## config.mk

```make
export PLATFORM = sky130hd
export DESIGN_NAME = ex_mem_stage
export DESIGN_NICKNAME = d
export VERILOG_FILES = /design/src/rtl/ex_mem_stage_pkg.sv /design/src/rtl/ex_mem_stage_branch_resolve.sv /design/src/rtl/ex_mem_stage.sv
export SDC_FILE = /design/constraint.sdc
export NUM_CORES = 1
export LEC_CHECK = 0
export CORE_AREA = 2 2 113 115
export DETAILED_ROUTE_END_ITERATION = 8
export DIE_AREA = 0 0 115 117
export PLACE_DENSITY = 0.79
export SLEW_MARGIN = 10
export SYNTH_ARGS = -nofsm -noshare
export SYNTH_HDL_FRONTEND = slang
export SYNTH_SLANG_ARGS = --single-unit
```

## constraint.sdc

```tcl
create_clock -name clk -period 2.35 [get_ports clk]
set_input_delay 0.47 -clock clk [delete_from_list [all_inputs] [get_ports clk]]
set_output_delay 0.47 -clock clk [all_outputs]
set_load 0.01 [all_outputs]
```

## src/rtl/ex_mem_stage_pkg.sv

```systemverilog
// ex_mem_stage_pkg: shared ctrl bit indices, mov/branch encodings and FSM state
package ex_mem_stage_pkg;
    localparam int CTRL_W       = 6;
    localparam int CTRL_REGW    = 5;
    localparam int CTRL_MRD     = 4;
    localparam int CTRL_MWR     = 3;
    localparam int CTRL_SIZE_HI = 2;
    localparam int CTRL_SIZE_LO = 1;
    localparam int CTRL_SGN     = 0;

    localparam logic [1:0] MOV_NONE = 2'b00;
    localparam logic [1:0] MOVZ     = 2'b01;
    localparam logic [1:0] MOVN     = 2'b10;

    localparam logic [1:0] BR_NONE = 2'b00;
    localparam logic [1:0] BR_T    = 2'b01;
    localparam logic [1:0] BR_F    = 2'b10;

    typedef enum logic {ST_RUN = 1'b0, ST_SLOT = 1'b1} state_t;

    function automatic logic is_branch(input logic [1:0] br);
        return (br == BR_T) || (br == BR_F);
    endfunction
endpackage

```

## src/rtl/ex_mem_stage_branch_resolve.sv

```systemverilog
// branch_resolve: decides whether the instruction in EX is a taken branch
module branch_resolve
    import ex_mem_stage_pkg::*;
(
    input  logic       ex_valid,
    input  logic [1:0] ex_branch,
    input  logic       result_lsb,
    input  state_t     state,
    output logic       taken
);
    // A branch sitting in a delay slot is never taken.
    assign taken = ex_valid & (state == ST_RUN) &
                   (ex_branch == BR_T ? result_lsb : ex_branch == BR_F ? !result_lsb : 1'b0);
endmodule

```

## src/rtl/ex_mem_stage.sv

```systemverilog
// ex_mem_stage: EX/MEM pipeline register with MOVN/MOVZ qualification,
// branch redirect, delay-slot tracking and forwarding bus.
module ex_mem_stage
    import ex_mem_stage_pkg::*;
#(
    parameter int DATA_W  = 32,
    parameter int RADDR_W = 5
) (
    input  logic               clk,
    input  logic               reset,
    input  logic               ex_valid,
    input  logic [DATA_W-1:0]  ex_result,
    input  logic               ex_zero,
    input  logic [DATA_W-1:0]  ex_store_data,
    input  logic               ex_b_is_zero,
    input  logic [RADDR_W-1:0] ex_dest,
    input  logic [CTRL_W-1:0]  ex_ctrl,
    input  logic [1:0]         ex_mov,
    input  logic [1:0]         ex_branch,
    input  logic [DATA_W-1:0]  ex_br_target,
    input  logic               stall,
    input  logic               flush,
    output logic               mem_valid,
    output logic [DATA_W-1:0]  mem_result,
    output logic [DATA_W-1:0]  mem_store_data,
    output logic [RADDR_W-1:0] mem_dest,
    output logic [CTRL_W-1:0]  mem_ctrl,
    output logic               redirect,
    output logic [DATA_W-1:0]  redirect_pc,
    output logic               slot_branch_err,
    output logic               fwd_en,
    output logic [RADDR_W-1:0] fwd_dest,
    output logic [DATA_W-1:0]  fwd_data
);
    state_t state, state_nx;
    logic   taken, regw, slot_br, capture;

    branch_resolve u_branch_resolve (
        .ex_valid   (ex_valid),
        .ex_branch  (ex_branch),
        .result_lsb (ex_result[0]),
        .state      (state),
        .taken      (taken)
    );

    assign capture = !stall & !flush;

    always_comb begin
        regw     = ex_ctrl[CTRL_REGW] & ex_valid &
                   (ex_mov == MOVZ ? ex_b_is_zero : ex_mov == MOVN ? !ex_b_is_zero : 1'b1);
        slot_br  = ex_valid & (state == ST_SLOT) & is_branch(ex_branch);
        state_nx = stall ? state : flush ? ST_RUN :
                   state == ST_RUN ? (taken ? ST_SLOT : ST_RUN) :
                   (ex_valid ? ST_RUN : ST_SLOT);
    end

    always_ff @(posedge clk) begin
        if (reset) state <= ST_RUN;
        else       state <= state_nx;
    end

    // ex_zero is carried by the ALU interface but plays no part in branch resolution.
    always_ff @(posedge clk) begin
        if (reset) begin
            mem_valid       <= 1'b0;
            mem_result      <= '0;
            mem_store_data  <= '0;
            mem_dest        <= '0;
            mem_ctrl        <= '0;
            redirect        <= 1'b0;
            redirect_pc     <= '0;
            slot_branch_err <= 1'b0;
        end else if (stall) begin
            redirect <= 1'b0;
        end else begin
            mem_valid       <= ex_valid & !flush;
            mem_result      <= ex_result;
            mem_store_data  <= ex_store_data;
            mem_dest        <= ex_dest;
            mem_ctrl        <= (flush | !ex_valid) ? '0 : {regw, ex_ctrl[CTRL_REGW-1:0]};
            redirect        <= taken & !flush;
            redirect_pc     <= (taken & !flush) ? ex_br_target : redirect_pc;
            slot_branch_err <= slot_branch_err | (slot_br & capture);
        end
    end

    assign fwd_en   = mem_valid & mem_ctrl[CTRL_REGW] & (mem_dest != '0);
    assign fwd_dest = mem_dest;
    assign fwd_data = mem_result;

    logic unused_ok;
    assign unused_ok = ex_zero;
endmodule

```

* Word level (Yosys, flattened, before mapping)
Cells that the tools add are included.
** Cells by class
- Bitwise operators :: 16
- Eq/ne operators :: 4
- Reduce and logical (&&, ||, !) cells :: 9
- Muxes and demuxes :: 9
** Operators by type and width (number)
- $and 1x1->1 :: 12
- $mux 1 :: 8
- $mux 6 :: 1
- $logic_not 1->1 :: 5
- $reduce_bool 5->1 :: 1
- $eq 2x1->1 const B :: 2
- $eq 2x2->1 const B :: 2
- $not 1->1 :: 2
- $or 1x1->1 :: 2
- $reduce_and 2->1 :: 1
- $reduce_or 2->1 :: 1
- $logic_or 1x1->1 :: 1
** Word-level totals
- Word-level logic and storage cells :: 47
- Bits of input ports :: 118
- Output and inout port bits :: 148
- Register bits :: 111

* Longest topological paths before layout
Gate-level depths: netlist (run 1).
- Word-level depth :: 7
- Mapped depth :: 6
- Gate-level depth less buffers :: 5

* By module
Synthesis (run 1) repeated with hierarchy kept, for this count alone.
** Second synthesis, totals
- Cells, all modules :: 408
- Area, all modules :: 4267.8 µm²
** By module, submodules not included
- ex_mem_stage :: cells an instance 404, instances 1, area each 4236.6 µm²
- branch_resolve :: cells an instance 4, instances 1, area each 31.3 µm²

* Worst setup path after synthesis (run 1)
OpenSTA, ideal clock, no wires.
- Path kind :: input to register
- Start :: input port ex_branch[1]
- End :: register redirect_pc[10]
- Cell stages on the path :: 6
- Library setup time :: 0.072 ns
- Arrival time :: 1.801 ns
- Slack :: 0.477 ns
- Data required time :: 2.278 ns
- Path through :: inv_1 ha_1 or3b_1 a211oi_4 buf_6 mux2i_1
** Between the ends
- Longest elaborated chain between the ends :: 6
** RTL lines
- from (decl) :: line ex_mem_stage.sv:19 : input logic [1:0] ex_branch,
- $eq 2x2->1 :: line ex_mem_stage_branch_resolve.sv:13 : (ex_branch == BR_T ? result_lsb : ex_branch == BR_F ? !result_lsb : 1'b0);
- $mux 1 :: line ex_mem_stage_branch_resolve.sv:13
- $mux 1 * :: line ex_mem_stage_branch_resolve.sv:13
- $and 1x1->1 * :: line ex_mem_stage_branch_resolve.sv:12 : assign taken = ex_valid & (state == ST_RUN) &
- $and 1x1->1 * :: line ex_mem_stage.sv:82 : redirect_pc <= (taken & !flush) ? ex_br_target : redirect_pc;
- $reduce_and 2->1 (no source line) *
- to (signal assigned) :: line ex_mem_stage.sv:82
- to (decl) :: line ex_mem_stage.sv:29 : output logic [DATA_W-1:0] redirect_pc,
Mark *: on every way between the ends. The rest lies on a longest branch, timed or not.
A chain may end at the register's enable or synchronous reset.

* Worst setup path in the final report (run 1)
- Start :: input port ex_branch[1]
- End :: register redirect_pc[31]
Same word-level chain as after synthesis.

==> results of run 1 <==
[per-stage QoR]
step                utilization  TNS [ps]  hold slack [ps]
CTS                       0.598         0              475
global route              0.598         0              478
global placement          0.570     -2520              458
floorplan                     -         0              493
finish                    0.598         0              472
detailed placement        0.570     -3910              463
[cell usage after synthesis]
master and n:
dfxtp_1 111, mux2i_1 101, nor2_1 77, nand2b_1 64, buf_4 37, clkbuf_1 20
a22oi_1 5, buf_2 5, a21oi_1 3, buf_6 3, inv_1 3, nand2_1 3
ha_1 2, a211o_1 1, a211oi_4 1, a31oi_1 1, nand3b_1 1, nand4_1 1
nor3b_1 1, o21ai_0 1, o311a_1 1, or3_1 1, or3b_1 1, or3b_2 1
or3b_4 1
[area by class of cell]
cell class,instances,area (um2),area share
timing repair buffer,269,2700,0.367
tap,150,188,0.0255
clock buffer,9,225,0.0306
sequential,111,2220,0.302
multi-input combinational,267,1900,0.258
clock inverter,7,119,0.0162
inverter,3,11.3,0.00153
[cell families (layout without fill, tap and decap cells)]
logic type	count (synthesis)	in the layout	synth area share
muxes	101	101	0.223
DFF	111	111	0.489
AOI/OAI and AO/OA	13	13	0.0226
adders and majority gates	2	2	0.00551
buffers and inverters	68	288	0.0931
and+or+nand+nor	151	151	0.167
[layout by cell type, fill, tap and decap left out]
master and instances:
a21oi_1 3, or3b_4 1, nand3b_1 1, o21ai_0 1
buf_4 5, inv_6 1, nand2b_1 64, inv_1 3
nand2_1 3, clkdlybuf4s50_1 261, or3_1 1, or3b_2 1
ha_1 2, nor2_1 77, clkbuf_16 9, mux2i_1 101
a22oi_1 5, clkinvlp_4 2, o311a_1 1, dfxtp_1 111
a211oi_4 1, bufinv_16 3, clkinv_2 1, or3b_1 1
a31oi_1 1, a211o_1 1, dlygate4sd2_1 1, nand4_1 1
buf_12 2, nor3b_1 1
[final timing paths]
kind                      to  slack (ps)  cells past startpoint       startpoint
max          redirect_pc[31]         220                      7     ex_branch[1]
min          redirect_pc[29]         470                      2  redirect_pc[29]
max reg2reg  redirect_pc[31]        1150                      3            state
min reg2reg  redirect_pc[29]         470                      2  redirect_pc[29]
[sequential cells by signal, summed over array words and instances (netlist names)]
register and flops:
fwd_data 32, mem_store_data 32, redirect_pc 32, mem_ctrl 6, fwd_dest 5, mem_valid 1, redirect 1, slot_branch_err 1
state 1
[power groups by stage]
stage / clock [W] / sequential (W) / combinational (W)
after floorplan: 0 / 0.00209 / 0.000280
after global placement: 0 / 0.00205 / 0.000719
after detailed placement: 0 / 0.00206 / 0.000732
after CTS: 0.00179 / 0.00202 / 0.000735
after global routing: 0.00187 / 0.00203 / 0.000782
final: 0.00174 / 0.00201 / 0.000727
[routing by layer]
layer  share of wire  routed length, um  vias to the layer above
met5               0                  0                        -
met4           0.026                313                        0
met3           0.081                983                       21
met2            0.51               6170                      165
met1            0.39               4690                     1718
li1                -                  -                     1854
[what timing repair did]
item,in CTS,in global routing
setup endpoints to repair,1,0
hold buffers,0,0
resized for setup,1,0
[worst max-delay path, delay by kind of cell]
family / cells / cell delay, ps
muxes: 1 / 220
buffers and inverters: 3 / 830
and+or+nand+nor: 1 / 420
adders and majority gates: 1 / 180
AOI/OAI and AO/OA: 1 / 260
==> results.ini, run 1 <==
[timing]
worst_slew_pin_slew_ps=704
setup_viol=0
min_period_ps=2130
max_freq_mhz=469
hold_viol=0
finClkSkew_ps=8.48
post-route-period-util=0.908
timing.slew.headroom=0.530
rsz0062_at_grt=no
finalMaxSlewViolations=0
fin_ws_ps=216

[critical_path]
crit_required_ps=2620
cp_max_fo=32
worst-setup-path-type=in2reg
cp_slowest_stage_delay_ps=500
slowest_stage=clkdlybuf4s50_1
endpoint_kind=flip-flop
cp-start-kind=input pin
arrival_ps=2410
critical_path.cell_chain=clkdlybuf4s50_1 > inv_1 > ha_1 > or3b_1 > a211oi_4 > buf_12 > mux2i_1

[synth]
syn_area_per_cell_um2=10.2
synth-seq-area-share=0.489
ys_warn_count=0
synth_top_area_cell=dfxtp_1
synth_top_area_share=0.489
syn_area_um2=4540
synthTopCellsByArea=dfxtp_1 49%, mux2i_1 22%, nand2b_1 8.8%
ys_seq_elements=111
synth_cell_types=25
syn_nets=566
syn_inst=446

[clocking]
cts_inserted_buffers=9
cts_sinks=111
clk_pin_slew_ps=70
root_buffer=clkbuf_16
cts_tree=yes
cts_setup_buffers=0
htree_levels=3
clock_path_buffers=2
clk_latency_ps=350

[grt]
grt_use_met3=0.0515
grt_use_met2=0.307
grt_max_degree=144
grt_util_met1=0.187
antenna_found_initial=0
grt_pass1_wl_um=18100
grt_overflow=0
grt_pass1_vias=3613
track_usage=0.173
top_usage_layer=met2

[placement]
dp_slack_ps=-165
placed_area_um2=7020
place_inst=800
dp_hpwl_um=9170
portBuffers=264
gp_congestion=0.715

[die]
dieHeight_um=117
die_area_um2=13500
coreArea_um2=12300
io_pins=266
initial_utilization=0.369
rows=41
die_w_um=115

[pwr]
clockPowerShare=0.388
internal_power_w=0.00347
pwr-share-comb=0.162
power_switching_w=0.00101
ir_drop_mv=0.389
p_sw_frac=0.225
leakage_nw=2.89
power_frac_seq=0.450
power.density_nw_per_um2=608
totalPowerFinal_w=0.00448

[drt]
first_pass_iters=4
wire_per_inst_um=14.9
wirelength_um=12200
vias_per_cell=4.61
drt_iter0_drc=129
ant_nets=0
vias=3758
drc_errors=0

[flow_run]
max-cap-violations=0

[final_layout]
fin_nets=781
diodes=0
final_cell_count_no_fill=816
nFillCells=1018
drive_gt1_frac=0.0390
syn2layout_area_growth_pct=62.1
fin_area_um2=7360

[run_status]
outcome=complete, no violations

[hold_path]
hold_class=reg2reg

(Power assumes the default switching activity.)
==> run 2, diff against run 1 <==
- CORE_AREA: 2 2 113 115 -> 2 2 111 113
- CTS_BUF_LIST: default -> sky130_fd_sc_hd__clkbuf_8
- DIE_AREA: 0 0 115 117 -> 0 0 113 115
- PLACE_DENSITY: 0.79 -> 0.82
- RECOVER_POWER: default -> 50
- REMOVE_ABC_BUFFERS: default -> 1
==> run 2 against run 1 <==
  * The run now ends with design-rule violations left
  * Maximum frequency down 2.4%
  * Combinational power down 0.7%
  * Critical path depth unchanged
  * Setup slack worse by 52 ps
  * Largest cell class unchanged
  * Critical endpoint is now redirect_pc[20]
  * Largest power group unchanged
==> results.ini, run 2 (synthesis results as in run 1) <==
[clocking]
clk_pin_slew_ps=100  ; was 70 ps
clock_path_buffers=2  ; unchanged
postCtsHoldBufs=0  ; unchanged
root_buffer=clkbuf_8  ; was clkbuf_16
cts_inserted_buffers=9  ; unchanged
clk_latency_ps=350  ; about the same
cts_sinks=111  ; unchanged
cts_setup_buffers=0  ; unchanged
cts_tree=yes  ; unchanged
cts_resized=1  ; unchanged
htree_levels=3  ; unchanged

[grt]
grt_pass1_vias=3784  ; was 3,613
track_usage=0.175  ; was 0.173
grt_overflow=0  ; unchanged
grt_max_degree=72  ; was 144
grt_pass1_wl_um=18300  ; was 18,100 um
antenna_found_initial=0  ; unchanged

[critical_path]
endpoint_kind=flip-flop  ; unchanged
arrival_ps=2470  ; was 2410 ps
cp-start-kind=input pin  ; unchanged
critPathTopFamily=buffers and inverters  ; unchanged
critical_path.cell_chain=dlygate4sd3_1 > inv_1 > ha_1 > or3b_1 > a211oi_4 > buf_12 > mux2i_1  ; was clkdlybuf4s50_1 > inv_1 > ha_1 > or3b_1 > a211oi_4 > buf_12 > mux2i_1
crit_buf_inv=3  ; unchanged
crit_required_ps=2630  ; was 2620 ps
worst-setup-path-type=in2reg  ; unchanged
cp_slowest_stage_delay_ps=560  ; was 500 ps
cp_max_fo=32  ; unchanged
slowest_stage=dlygate4sd3_1  ; was clkdlybuf4s50_1

[timing]
finClkSkew_ps=7.97  ; was 8.48 ps
hold_viol=0  ; unchanged
rsz0062_at_grt=no  ; unchanged
finalMaxSlewViolations=0  ; unchanged
setup_viol=0  ; unchanged
worst_slew_pin_slew_ps=802  ; was 704 ps
whs_ps=474  ; was 472 ps
timing.slew.headroom=0.465  ; was 0.530
post-route-period-util=0.930  ; was 0.908
min_period_ps=2190  ; was 2130 ps
max_freq_mhz=457  ; was 469 MHz
final.setup.tns_ps=0  ; unchanged

[pwr]
ir_drop_mv=0.408  ; was 0.389 mV
power.density_nw_per_um2=523  ; was 608 nW/um2
leakage_nw=2.98  ; was 2.89 nW

[final_layout]
final_common_cell=clkdlybuf4s50_1  ; unchanged
nFillCells=1011  ; was 1,018
syn2layout_area_growth_pct=58.7  ; was 62.1%
fin_nets=782  ; was 781
multi_input_area_um2=1890  ; was 1900 um2
drive_gt1_frac=0.0345  ; was 0.0390
layout_common_cells=209 x clkdlybuf4s50_1, 111 x dfxtp_1, 101 x mux2i_1, 77 x nor2_1, 64 x nand2b_1  ; was 261 x clkdlybuf4s50_1, 111 x dfxtp_1, 101 x mux2i_1, 77 x nor2_1, 64 x nand2b_1
diodes=0  ; unchanged
register_area_um2=2220  ; unchanged

[run_status]
failed_checks=design-rule violations
outcome=finished with violations  ; was complete, no violations

[drt]
vias=3742  ; was 3,758
ant_nets=0  ; unchanged
vias_per_cell=4.60  ; was 4.61
drc_errors=17  ; was 0
wirelength_um=11900  ; was 12,200 um
wire_per_inst_um=14.6  ; was 14.9 um
first_pass_iters=7  ; was 4
drt_iter0_drc=180  ; was 129

[die]
die_area_um2=13000  ; was 13,500 um2
coreArea_um2=11800  ; was 12,300 um2
rows=40  ; was 41
die_w_um=113  ; was 115 um
dieHeight_um=115  ; was 117 um
initial_utilization=0.384  ; was 0.369
io_pins=266  ; unchanged

[placement]
gp_congestion=0.733  ; was 0.715
portBuffers=264  ; unchanged
dp_hpwl_um=8950  ; was 9170 um

[flow_run]
max-cap-violations=0  ; unchanged

[hold_path]
hold_class=reg2reg  ; unchanged

## run 2: changes by cell type in the layout (fill, tap and decap cells not counted), moves of 2 or more
| cell | change |
|---|---|
| clkdlybuf4s50_1 | -52 |
| dlygate4sd3_1 | +52 |
| clkbuf_8 | +10 |
| clkbuf_16 | -9 |
| buf_4 | -4 |
| bufinv_16 | -3 |
| buf_12 | +2 |
| clkbuf_1 | +2 |
## run 2: worst paths after layout
path	startpoint	to	slack, ps	depth (start not counted)
hold reg to reg	redirect_pc[0]	redirect_pc[0]	470	2
hold / removal	redirect_pc[0]	redirect_pc[0]	470	2
setup reg to reg	state	redirect_pc[20]	1120	3
setup / recovery	ex_branch[1]	redirect_pc[20]	160	7
## run 2: final cells by class
type                            instances  area share
Clock inverter                          6     0.00521
Clock buffer                           10      0.0191
Sequential cell                       111       0.308
Timing Repair Buffer                  270       0.378
Inverter                                3     0.00156
Multi-Input combinational cell        267       0.263
Tap cell                              147      0.0255
## run 2: worst register-to-register path: stages, from the launching register on
cell	delay [ps]
dfxtp_1	370
a211oi_4	260
buf_12	260
mux2i_1	260
## run 2: stage by stage
stage | util | cell area (um2) | total power (W) | setup slack [ps] | std cells
finish | 0.610 | 7210 | 0.00377 | 164 | 814
global route | 0.610 | 7210 | 0.00394 | 61.2 | 814
CTS | 0.611 | 7220 | 0.00384 | 147 | 814
detailed placement | 0.597 | 7050 | 0.00279 | -142 | 798
global placement | 0.597 | 7050 | 0.00278 | -56.8 | 798
floorplan | - | 4130 | 0.00226 | -368 | 381
## run 2: routing by layer
layer / vias up / global-route usage / share of wire
li1: 1847 / - / -
met1: 1733 / 0.191 / 0.39
met2: 152 / 0.321 / 0.50
met3: 10 / 0.0543 / 0.098
met4: 0 / 0.0610 / 0.013
met5: - / 0 / 0
## run 2: report_power, final
group          total, W  switching (W)  internal, W
Clock           0.00104       0.000627     0.000410
Sequential      0.00201      0.0000507      0.00196
Combinational  0.000722       0.000263     0.000458
Total           0.00377       0.000941      0.00283
==> run 3, diff against run 2 <==
- CORE_AREA: 2 2 111 113 -> 2 2 107 109
- DIE_AREA: 0 0 113 115 -> 0 0 109 111
- PLACE_DENSITY: 0.82 -> 0.87
- clock period: 2.35 -> 2.6 ns (I/O delays scaled with it)
==> run 3 against run 2 <==
  * The run now ends clean
  * Clock skew down 2.3 ps
  * Largest cell class unchanged
  * Sequential power down 9%
  * Count of clock-buffer cells in the layout up 1
  * Highest routed layer unchanged
  * Clock power up 4%
  * Sequential share of layout area about the same
  * Die area down 6.9%
==> results.ini, run 3 (synthesis results as in run 1) <==
[critical_path]
arrival_ps=1900  ; was 2470 ps
worst-setup-path-type=reg2out  ; was in2reg
critical_path.cell_chain=or3_1 > o311a_1 > clkdlybuf4s50_1  ; was dlygate4sd3_1 > inv_1 > ha_1 > or3b_1 > a211oi_4 > buf_12 > mux2i_1
regToRegStartpoint=state  ; unchanged
cp-start-kind=flip-flop  ; was input pin
cp_max_fo=4  ; was 32
crit_buf_inv=1  ; was 3
cp-startpoint=fwd_dest[4]  ; was ex_branch[1]
critPathTopFamily=buffers and inverters  ; unchanged
endpoint_kind=output pin  ; was flip-flop
cp_slowest_stage_delay_ps=510  ; was 560 ps
crit_required_ps=2080  ; was 2630 ps
slowest_stage=clkdlybuf4s50_1  ; was dlygate4sd3_1

[drt]
top_layer_used=met4  ; unchanged
first_pass_iters=4  ; was 7
wirelength_um=12200  ; was 11,900 um
drt_iter0_drc=135  ; was 180
vias=3775  ; was 3,742
vias_per_cell=4.67  ; was 4.60
wl_met2_um=6170  ; was 5980 um
wl_met3_um=950  ; was 1170 um
wire_per_inst_um=15.0  ; was 14.6 um
wl_met1_um=4810  ; was 4610 um
ant_nets=0  ; unchanged
drc_errors=0  ; was 17

[final_layout]
fin_nets=781  ; was 782
final_cell_count_no_fill=809  ; was 814
layout_common_cells=211 x clkdlybuf4s50_1, 111 x dfxtp_1, 101 x mux2i_1, 77 x nor2_1, 64 x nand2b_1  ; was 209 x clkdlybuf4s50_1, 111 x dfxtp_1, 101 x mux2i_1, 77 x nor2_1, 64 x nand2b_1
syn2layout_area_growth_pct=58.8  ; was 58.7%
nFillCells=896  ; was 1,011
fin_area_um2=7210  ; about the same
drive_gt1_frac=0.0375  ; was 0.0345
final_common_cell=clkdlybuf4s50_1  ; unchanged
diodes=0  ; unchanged

[pwr]
ir_drop_mv=0.333  ; was 0.408 mV
totalPowerFinal_w=0.00355  ; was 0.00377 W
leakage_nw=2.97  ; was 2.98 nW
power.density_nw_per_um2=492  ; was 523 nW/um2

[grt]
grt_pass1_wl_um=18700  ; was 18,300 um
antenna_found_initial=0  ; unchanged
grt_max_degree=79  ; was 72
grt_overflow=0  ; unchanged
track_usage=0.196  ; was 0.175
grt_pass1_vias=3871  ; was 3,784

[run_status]
outcome=complete, no violations  ; was finished with violations

[timing]
finClkSkew_ps=5.63  ; was 7.97 ps
worst_slew_pin_slew_ps=1320  ; was 802 ps
post-route-period-util=0.932
rsz0062_at_grt=no  ; unchanged
setup_viol=0  ; unchanged
finalMaxSlewViolations=0  ; unchanged
max_freq_mhz=413
timing.slew.headroom=0.119  ; was 0.465
hold_viol=0  ; unchanged
min_period_ps=2420

[clocking]
clk_pin_slew_ps=100  ; about the same
cts_sinks=111  ; unchanged
postCtsHoldBufs=0  ; unchanged
cts_setup_buffers=0  ; unchanged
htree_levels=3  ; unchanged
root_buffer=clkbuf_8  ; unchanged
clock_path_buffers=2  ; unchanged
cts_inserted_buffers=9  ; unchanged
clk_latency_ps=370  ; was 350 ps
cts_tree=yes  ; unchanged
cts_resized=0  ; was 1

[flow_run]
max-cap-violations=0  ; unchanged

[die]
rows=39  ; was 40
dieHeight_um=111  ; was 115 um
die_w_um=109  ; was 113 um
initial_utilization=0.410  ; was 0.384
die_area_um2=12100  ; was 13,000 um2
coreArea_um2=11100  ; was 11,800 um2
io_pins=266  ; unchanged

[placement]
place_inst=793  ; was 798
gp_congestion=0.778  ; was 0.733
dp_hpwl_um=9090  ; was 8950 um
placed_area_um2=7020  ; was 7050 um2
portBuffers=264  ; unchanged

[hold_path]
min_from=redirect_pc[20]  ; was redirect_pc[0]
hold_class=reg2reg  ; unchanged

==> run 3: cell count changes in the layout (fill, tap and decap cells not counted), sizes merged <==
cell,previous run,this run
clkdlybuf4s50,209,211
buf,5,4
bufinv,0,1
clkbuf,13,14
clkinvlp,2,1
dlygate4sd2,1,0
dlygate4sd3,52,51
inv,4,3
==> run 3: path summary, 6_finish.rpt <==
| path | to | slack, ps | cells past startpoint |
|---|---|---|---|
| setup / recovery | fwd_en | 180 | 3 |
| hold / removal | redirect_pc[20] | 480 | 2 |
| setup reg to reg | redirect_pc[9] | 1390 | 3 |
| hold reg to reg | redirect_pc[20] | 480 | 2 |
==> run 3: per-layer routing <==
| layer | vias up | GRT usage |
|---|---|---|
| met1 | 1748 | 0.223 |
| met3 | 19 | 0.0570 |
| met2 | 154 | 0.344 |
| met4 | 0 | 0.0718 |
| li1 | 1854 | - |
| met5 | - | 0 |
==> run 3: worst min-delay path, cell delays in order (launching register included) <==
cell      delay [ps]
dfxtp_1          320
nand2b_1          60
mux2i_1           50
==> run 3: power breakdown <==
part	internal (W)	leakage, nW	switching (W)
sequential	0.00177	0.909	0.0000481
clock	0.000497	0.105	0.000582
combinational	0.000413	1.96	0.000237
==> run 3: final cells by class <==
| cell class | count | area [um2] | area share |
|---|---|---|---|
| well taps | 143 | 179 | 0.0248 |
| clock inverters | 5 | 56.3 | 0.00781 |
| inverters | 3 | 11.3 | 0.00156 |
| multi-input cells | 267 | 1900 | 0.263 |
| clock buffers | 11 | 151 | 0.0210 |
| repair buffers | 269 | 2700 | 0.374 |
| flip-flops and latches | 111 | 2220 | 0.308 |
==> run 3: through the flow <==
step | utilization | setup slack [ps] | setup TNS (ps) | hold slack (ps)
6_report | 0.651 | 176 | 0 | 476
5_1_grt | 0.651 | 85.7 | 0 | 499
3_3_place_gp | 0.634 | 140 | 0 | 449
2_1_floorplan | - | -168 | -5370 | 492
3_5_place_dp | 0.634 | 72.5 | 0 | 461
4_1_cts | 0.653 | 151 | 0 | 481
